File: config.mk
export PLATFORM = sky130hd
export DESIGN_NAME = bloom_bucket_rotator
export DESIGN_NICKNAME = d
export VERILOG_FILES = /design/src/rtl/bloom_bucket_rotator.sv
export SDC_FILE = /design/constraint.sdc
export NUM_CORES = 1
export LEC_CHECK = 0
export CAP_MARGIN = 0
export CORE_MARGIN = 3
export CORE_UTILIZATION = 60
export CTS_CLUSTER_SIZE = 24
export DETAILED_ROUTE_END_ITERATION = 6
export DONT_BUFFER_PORTS = 1
export PLACE_DENSITY = 0.76
export SYNTH_ARGS = -nofsm -noshare
export SYNTH_HDL_FRONTEND = slang
export SYNTH_SLANG_ARGS = --single-unit
File: constraint.sdc
create_clock -name clk -period 3.95 [get_ports clk]
set_input_delay 0.79 -clock clk [delete_from_list [all_inputs] [get_ports clk]]
set_output_delay 0.79 -clock clk [all_outputs]
set_load 0.02 [all_outputs]
File: src/rtl/bloom_bucket_rotator.sv
// Advances the insert bucket of a time-decaying Bloom filter on each timer pulse and zero-fills the reused bucket.
// Optional BLOOM_ROTATOR_STATS_EN adds rotation_count / dropped_count outputs.
module bloom_bucket_rotator #(
  parameter int  NUM_BUCKETS       = 4,
  parameter int  BUCKET_ADDR_WIDTH = 10,
  localparam int BUCKET_IDX_WIDTH  = (NUM_BUCKETS > 2) ? $clog2(NUM_BUCKETS) : 1
) (
  input  logic                         clk,
  input  logic                         reset,
  input  logic                         enable,
  input  logic                         update,
  output logic [BUCKET_IDX_WIDTH-1:0]  cur_bucket,
  output logic                         busy,
  output logic                         clr_wr_req,
  input  logic                         clr_wr_gnt,
  output logic [BUCKET_IDX_WIDTH-1:0]  clr_bucket,
  output logic [BUCKET_ADDR_WIDTH-1:0] clr_addr,
  output logic                         rotate_done,
  output logic                         overflow
`ifdef BLOOM_ROTATOR_STATS_EN
  ,
  output logic [31:0]                  rotation_count,
  output logic [15:0]                  dropped_count
`endif
);

  typedef enum logic [1:0] {IDLE, CLEAR, DONE} state_t;

  localparam logic [BUCKET_IDX_WIDTH-1:0]  LAST_BUCKET = BUCKET_IDX_WIDTH'(NUM_BUCKETS - 1);
  localparam logic [BUCKET_ADDR_WIDTH-1:0] LAST_ADDR   = '1;

  state_t                      state;
  logic                        pending;
  logic                        upd;
  logic [BUCKET_IDX_WIDTH-1:0] next_bucket;

  assign upd = update & enable;
  // Explicit wrap compare so a non-power-of-two bucket count never reaches an unused index.
  assign next_bucket = (cur_bucket == LAST_BUCKET) ? '0 : cur_bucket + 1'b1;

  // NOTE: every state register uses <= so all flops sample pre-edge values, whatever the statement order.
  always_ff @(posedge clk or posedge reset) begin
    if (reset) begin
      state       <= IDLE;
      cur_bucket  <= '0;
      clr_bucket  <= '0;
      clr_addr    <= '0;
      busy        <= 1'b0;
      clr_wr_req  <= 1'b0;
      rotate_done <= 1'b0;
      overflow    <= 1'b0;
      pending     <= 1'b0;
    end else begin
      case (state)
        IDLE: begin
          rotate_done <= 1'b0;
          if (upd || pending) begin
            cur_bucket <= next_bucket;
            clr_bucket <= next_bucket;
            clr_addr   <= '0;
            pending    <= 1'b0;
            busy       <= 1'b1;
            clr_wr_req <= 1'b1;
            state      <= CLEAR;
          end
        end
        CLEAR: begin
          if (clr_wr_gnt) begin
            if (clr_addr == LAST_ADDR) begin
              clr_addr    <= '0;
              clr_wr_req  <= 1'b0;
              rotate_done <= 1'b1;
              state       <= DONE;
            end else begin
              clr_addr <= clr_addr + 1'b1;
            end
          end
        end
        DONE: begin
          rotate_done <= 1'b0;
          busy        <= 1'b0;
          state       <= IDLE;
        end
        default: state <= IDLE;
      endcase

      // Queue depth is one: a second update while busy is dropped and flagged.
      if (state != IDLE && upd) begin
        if (pending) overflow <= 1'b1;
        else         pending  <= 1'b1;
      end
    end
  end

`ifdef BLOOM_ROTATOR_STATS_EN
  always_ff @(posedge clk or posedge reset) begin
    if (reset) begin
      rotation_count <= '0;
      dropped_count  <= '0;
    end else begin
      if (state == DONE) rotation_count <= rotation_count + 32'd1;
      if (state != IDLE && upd && pending && dropped_count != 16'hFFFF)
        dropped_count <= dropped_count + 16'd1;
    end
  end
`endif

endmodule

[After elaboration in Yosys (flattened, before gate mapping)]
Index checks and enable logic that the tools add are counted.
Widths: inputs -> output; s select.
Word-level totals
  flip-flop bits (word level): 19
  latch bits: 0
  bits in writable memories: 0
  memory bits (read-only): 0
  bits of input ports: 5
  output and inout port bits: 18
  word-level logic and storage cells: 54
  memories: 0
Operators by class
  add/subtract/negate cells: 2
  $mul: 0
  div/mod/pow operators: 0
  order comparisons: 0
  equality and inequality tests: 7
  shifts and indexed selects: 0
  multiplexer cells: 21
  bitwise gates (word level): 1
  reductions and logical operators: 15
Operator list (count)
  $mux 10: 3
  $pmux 10 s2: 1
  $add 10x1->10 const B: 1
  $eq 10x10->1 const B: 1
  $mux 1: 9
  $reduce_and 3->1: 3
  $mux 2: 4
  $reduce_bool 2->1: 4
  $ne 2x2->1 const B: 3
  $pmux 1 s2: 3
  $reduce_and 2->1: 3
  $eq 2x2->1 const B: 2
  $pmux 2 s2: 1
  $reduce_and 4->1: 1
  $add 2x1->2 const B: 1
  $eq 2x1->1 const B: 1
  $logic_not 2->1: 1
  $reduce_or 2->1: 1
  $and 1x1->1: 1
  $logic_and 1x1->1: 1
  $logic_or 1x1->1: 1

[Logic depth before layout (Yosys ltp)]
  depth after elaboration: 6
  gate-level depth with buffers: 6
  mapped depth without buffers: 5

[Least setup slack after synthesis]
No wires, ideal clock.
  path kind: input to register
  start: in update
  end: reg clr_bucket[0]
  setup time: 125 ps
  arrival: 1888 ps
  required time: 3825 ps
  slack: 1937 ps
  cell stages on the path: 5
  buffers on the path: 1
  cells stage by stage: a211oi_2 -> or3_1 -> buf_2 -> nor2_2 -> mux2_2
On the way
  longest elaborated chain between the ends: 3
Ends and longest elaborated chain
  start, declared: line 11  | input logic update,
  $and 1x1->1: line 37  | assign upd = update & enable;
  $logic_or 1x1->1: line 57  | if (upd || pending) begin
  $reduce_and 2->1 (no line)
  end signal, assigned: line 59  | clr_bucket <= next_bucket;
  end, declared: line 16  | output logic [BUCKET_IDX_WIDTH-1:0] clr_bucket,
Every way passes these cells.
A chain may end at the register's enable or synchronous reset.

[Worst setup path after layout]
  start: reg clr_addr[0]
  end: reg clr_addr[9]
On the way
  longest elaborated chain between the ends: 4
  elaborated cells between the ends (all ways): 5
  those cells by class: 1 x add/sub; 1 x eq/ne; 3 x mux
Ends and longest elaborated chain
  start, declared: line 17  | output logic [BUCKET_ADDR_WIDTH-1:0] clr_addr,
  start signal, assigned: line 75  | clr_addr <= clr_addr + 1'b1;
  $add 10x1->10 / $eq 10x10->1 (equally long branches): line 75, 69
  $mux 10 (*): line 69  | if (clr_addr == LAST_ADDR) begin
  $mux 10 (*): line 68  | if (clr_wr_gnt) begin
  $pmux 10 s2 (*): line 54  | case (state)
Every way passes the cells marked *; elsewhere a longest branch is shown, timed or not. The select of a mux whose other input is x is not followed.

==> results_dict.tcl <==
set metrics [dict create \
    crit_fanout 6 \
    die_w_um 46.2 \
    p_leak_nw 0.423 \
    regToRegSetupSlack_ns 1.99 \
    gr-total-overflow 0 \
    ff2ff_path_depth 5 \
    period_minus_slack_ns 1.96 \
    place_area_um2 948 \
    final_common_cell "dfrtp_1" \
    postRouteAntennaNets 0 \
    gp_congestion 0.777 \
    synth-async-reset-ratio_pct 100 \
    antenna_found_initial 0 \
    maxCapViolations 0 \
    nNetsFinal 102 \
    die_h_um 46.2 \
    core_mm2 0.00140 \
    powerDensity_mw_per_mm2 508 \
    clock_sinks 19 \
    grt_pass1_vias 690 \
    wire_per_inst_um 17.0 \
    io_pins 23 \
    synth_edf_count 0 \
    finClkSkew_ns 0.00763 \
    synth_nets 103 \
    dp_cells 105 \
    ys_top_cells_by_area "dfrtp_1 (49%), nor2_1 (3.9%), o31ai_1 (3.9%)" \
    drv_slew 0 \
    drtPass1Iterations 4 \
    ys_seq_area_share_pct 49.1 \
    yosys.cell_types.count 36 \
    slew_headroom_pct 53.8 \
    reg2reg_to "clr_addr[9]" \
    num_rows 13 \
    setup_slack_ns 1.99 \
    drt_iter0_drc 19 \
    yosysWarnings 0 \
    crit_type "flop to flop" \
    dieArea_mm2 0.00213 \
    max_freq_mhz 510 \
    cts-root-buf "clkbuf_4" \
    syn_area_per_cell_um2 10.1 \
    cts_buffer_depth 2 \
    synth.top_cell.area_share_pct 49.1 \
    fin_hold_ws_ns 0.474 \
    p_total_mw 0.495 \
    post_cts_resized 0 \
    pre_cts_slack_ns 1.79 \
    fin_area_um2 975 \
    required_ns 4.16 \
    rsz0062_at_grt "false" \
    syn_inst 96 \
    grt_max_degree 20 \
    post_cts_buffers 0 \
    final_core_util_pct 69.7 \
    path_clk_slew_ns 0.11 \
    synth_seq_cells 19 \
    start_kind "flop" \
    gr-usage-all-layers_pct 20.1 \
    drive_above_1_share_pct 8.51 \
    cts_hold_buffers 0 \
    period_share_pct 49.7 \
    synth_largest_area_cell "dfrtp_1" \
    setup_violations 0 \
    syn-cell-area_um2 968 \
    htreeDepth 1 \
    initial_utilization_pct 69.2 \
    numCtsBuffers 3 \
    outcome "finished, final reports clean" \
    cp.arrival_ns 2.17 \
    hold_violations 0 \
    ir_drop_mv 0.366 \
    areaGrowthSynthToFinish_pct 0.646 \
    tns_ns 0 \
    totalWireLength_um 1860 \
    instances_no_fill 109 \
    numPortBuffers 0 \
    clk_latency_ns 0.30 \
    timing.rr.start "clr_addr[0]" \
    cts_tree "done" \
    final_cell_mix "dfrtp_1 (19), nor2_1 (10), nand2_1 (8)" \
    diodes 0 \
    hold_class "input port to asynchronous set/reset pin" \
    grt_pass1_wl_um 2990 \
    endpoint_kind "flop" \
    hpwlAfterDp_um 1370 \
    drc 0 \
    synth_ff_type "dfrtp_1" \
    viasPerCell 6.67 \
    dr_total_vias 727 \
    worstMarginPinSlew_ns 0.692 \
]
## cell families after synthesis
family	Yosys count	synth area share, %
and+or+nand+nor	41	23.6
DFF	19	49.1
buffers and inverters	8	4.78
adders and majority gates	2	2.58
AOI/OAI and AO/OA	22	15.8
muxes	2	2.33
xor gates and xnor gates	2	1.81
## final cells by class
type | count | area [µm²]
Multi-Input combinational cell | 69 | 447
Sequential cell | 19 | 475
Tap cell | 15 | 18.8
Inverter | 2 | 7.51
Fill cell | 107 | 424
Clock buffer | 4 | 26.3
## worst max-delay path, stage by stage, from the launching register on
cell	delay, ns
dfrtp_1	0.52
ha_1	0.29
and4_1	0.25
and3_1	0.24
o21a_1	0.28
nor4_1	0.29
## cell usage after synthesis (2+ instances only)
| library cell | n |
|---|---|
| nor4_1 | 2 |
| nand2b_1 | 2 |
| ha_1 | 2 |
| xnor2_1 | 2 |
| a21oi_1 | 6 |
| buf_4 | 2 |
| dfrtp_1 | 19 |
| nand2_1 | 8 |
| and3_1 | 2 |
| or3_1 | 2 |
| and4_1 | 3 |
| inv_1 | 2 |
| mux2_2 | 2 |
| nand3_1 | 3 |
| nor2_1 | 10 |
| o21ai_0 | 3 |
| clkbuf_1 | 2 |
| o31ai_1 | 5 |
| a21o_1 | 2 |
## registers in the layout, summed over array words and instances, names as in the netlist
| register | flops |
|---|---|
| busy | 1 |
| state | 2 |
| pending | 1 |
| clr_addr | 10 |
| overflow | 1 |
| clr_bucket | 2 |
| clr_wr_req | 1 |
| rotate_done | 1 |
## metal layers
layer | part of all wire, % | global-route usage, % | vias up
met1 | 45 | 22.7 | 359
met2 | 47 | 32.1 | 23
met3 | 7.7 | 11.7 | 0
met4 | 0 | 5.11 | 0
li1 | - | - | 345
met5 | 0 | 0 | -
## power breakdown
part | internal [mW] | switching [mW] | leakage (nW)
Clock | 0.0393 | 0.0575 | 0.0150
Sequential | 0.226 | 0.0970 | 0.230
Combinational | 0.0368 | 0.0381 | 0.178
Total | 0.302 | 0.193 | 0.423
## worst max path at each step
| stage | start | end | slack [ns] | cells after the start |
|---|---|---|---|---|
| detailed placement | update | clr_addr[7] | 1.79 | 4 |
| global route | clr_addr[0] | clr_addr[9] | 1.89 | 5 |
| floorplan | update | clr_bucket[0] | 1.94 | 5 |
| global placement | update | clr_addr[7] | 1.82 | 4 |
| CTS | clr_addr[0] | clr_addr[9] | 1.98 | 5 |
| finish | clr_addr[0] | clr_addr[9] | 1.99 | 5 |
Power figures use the tool's default switching activity.
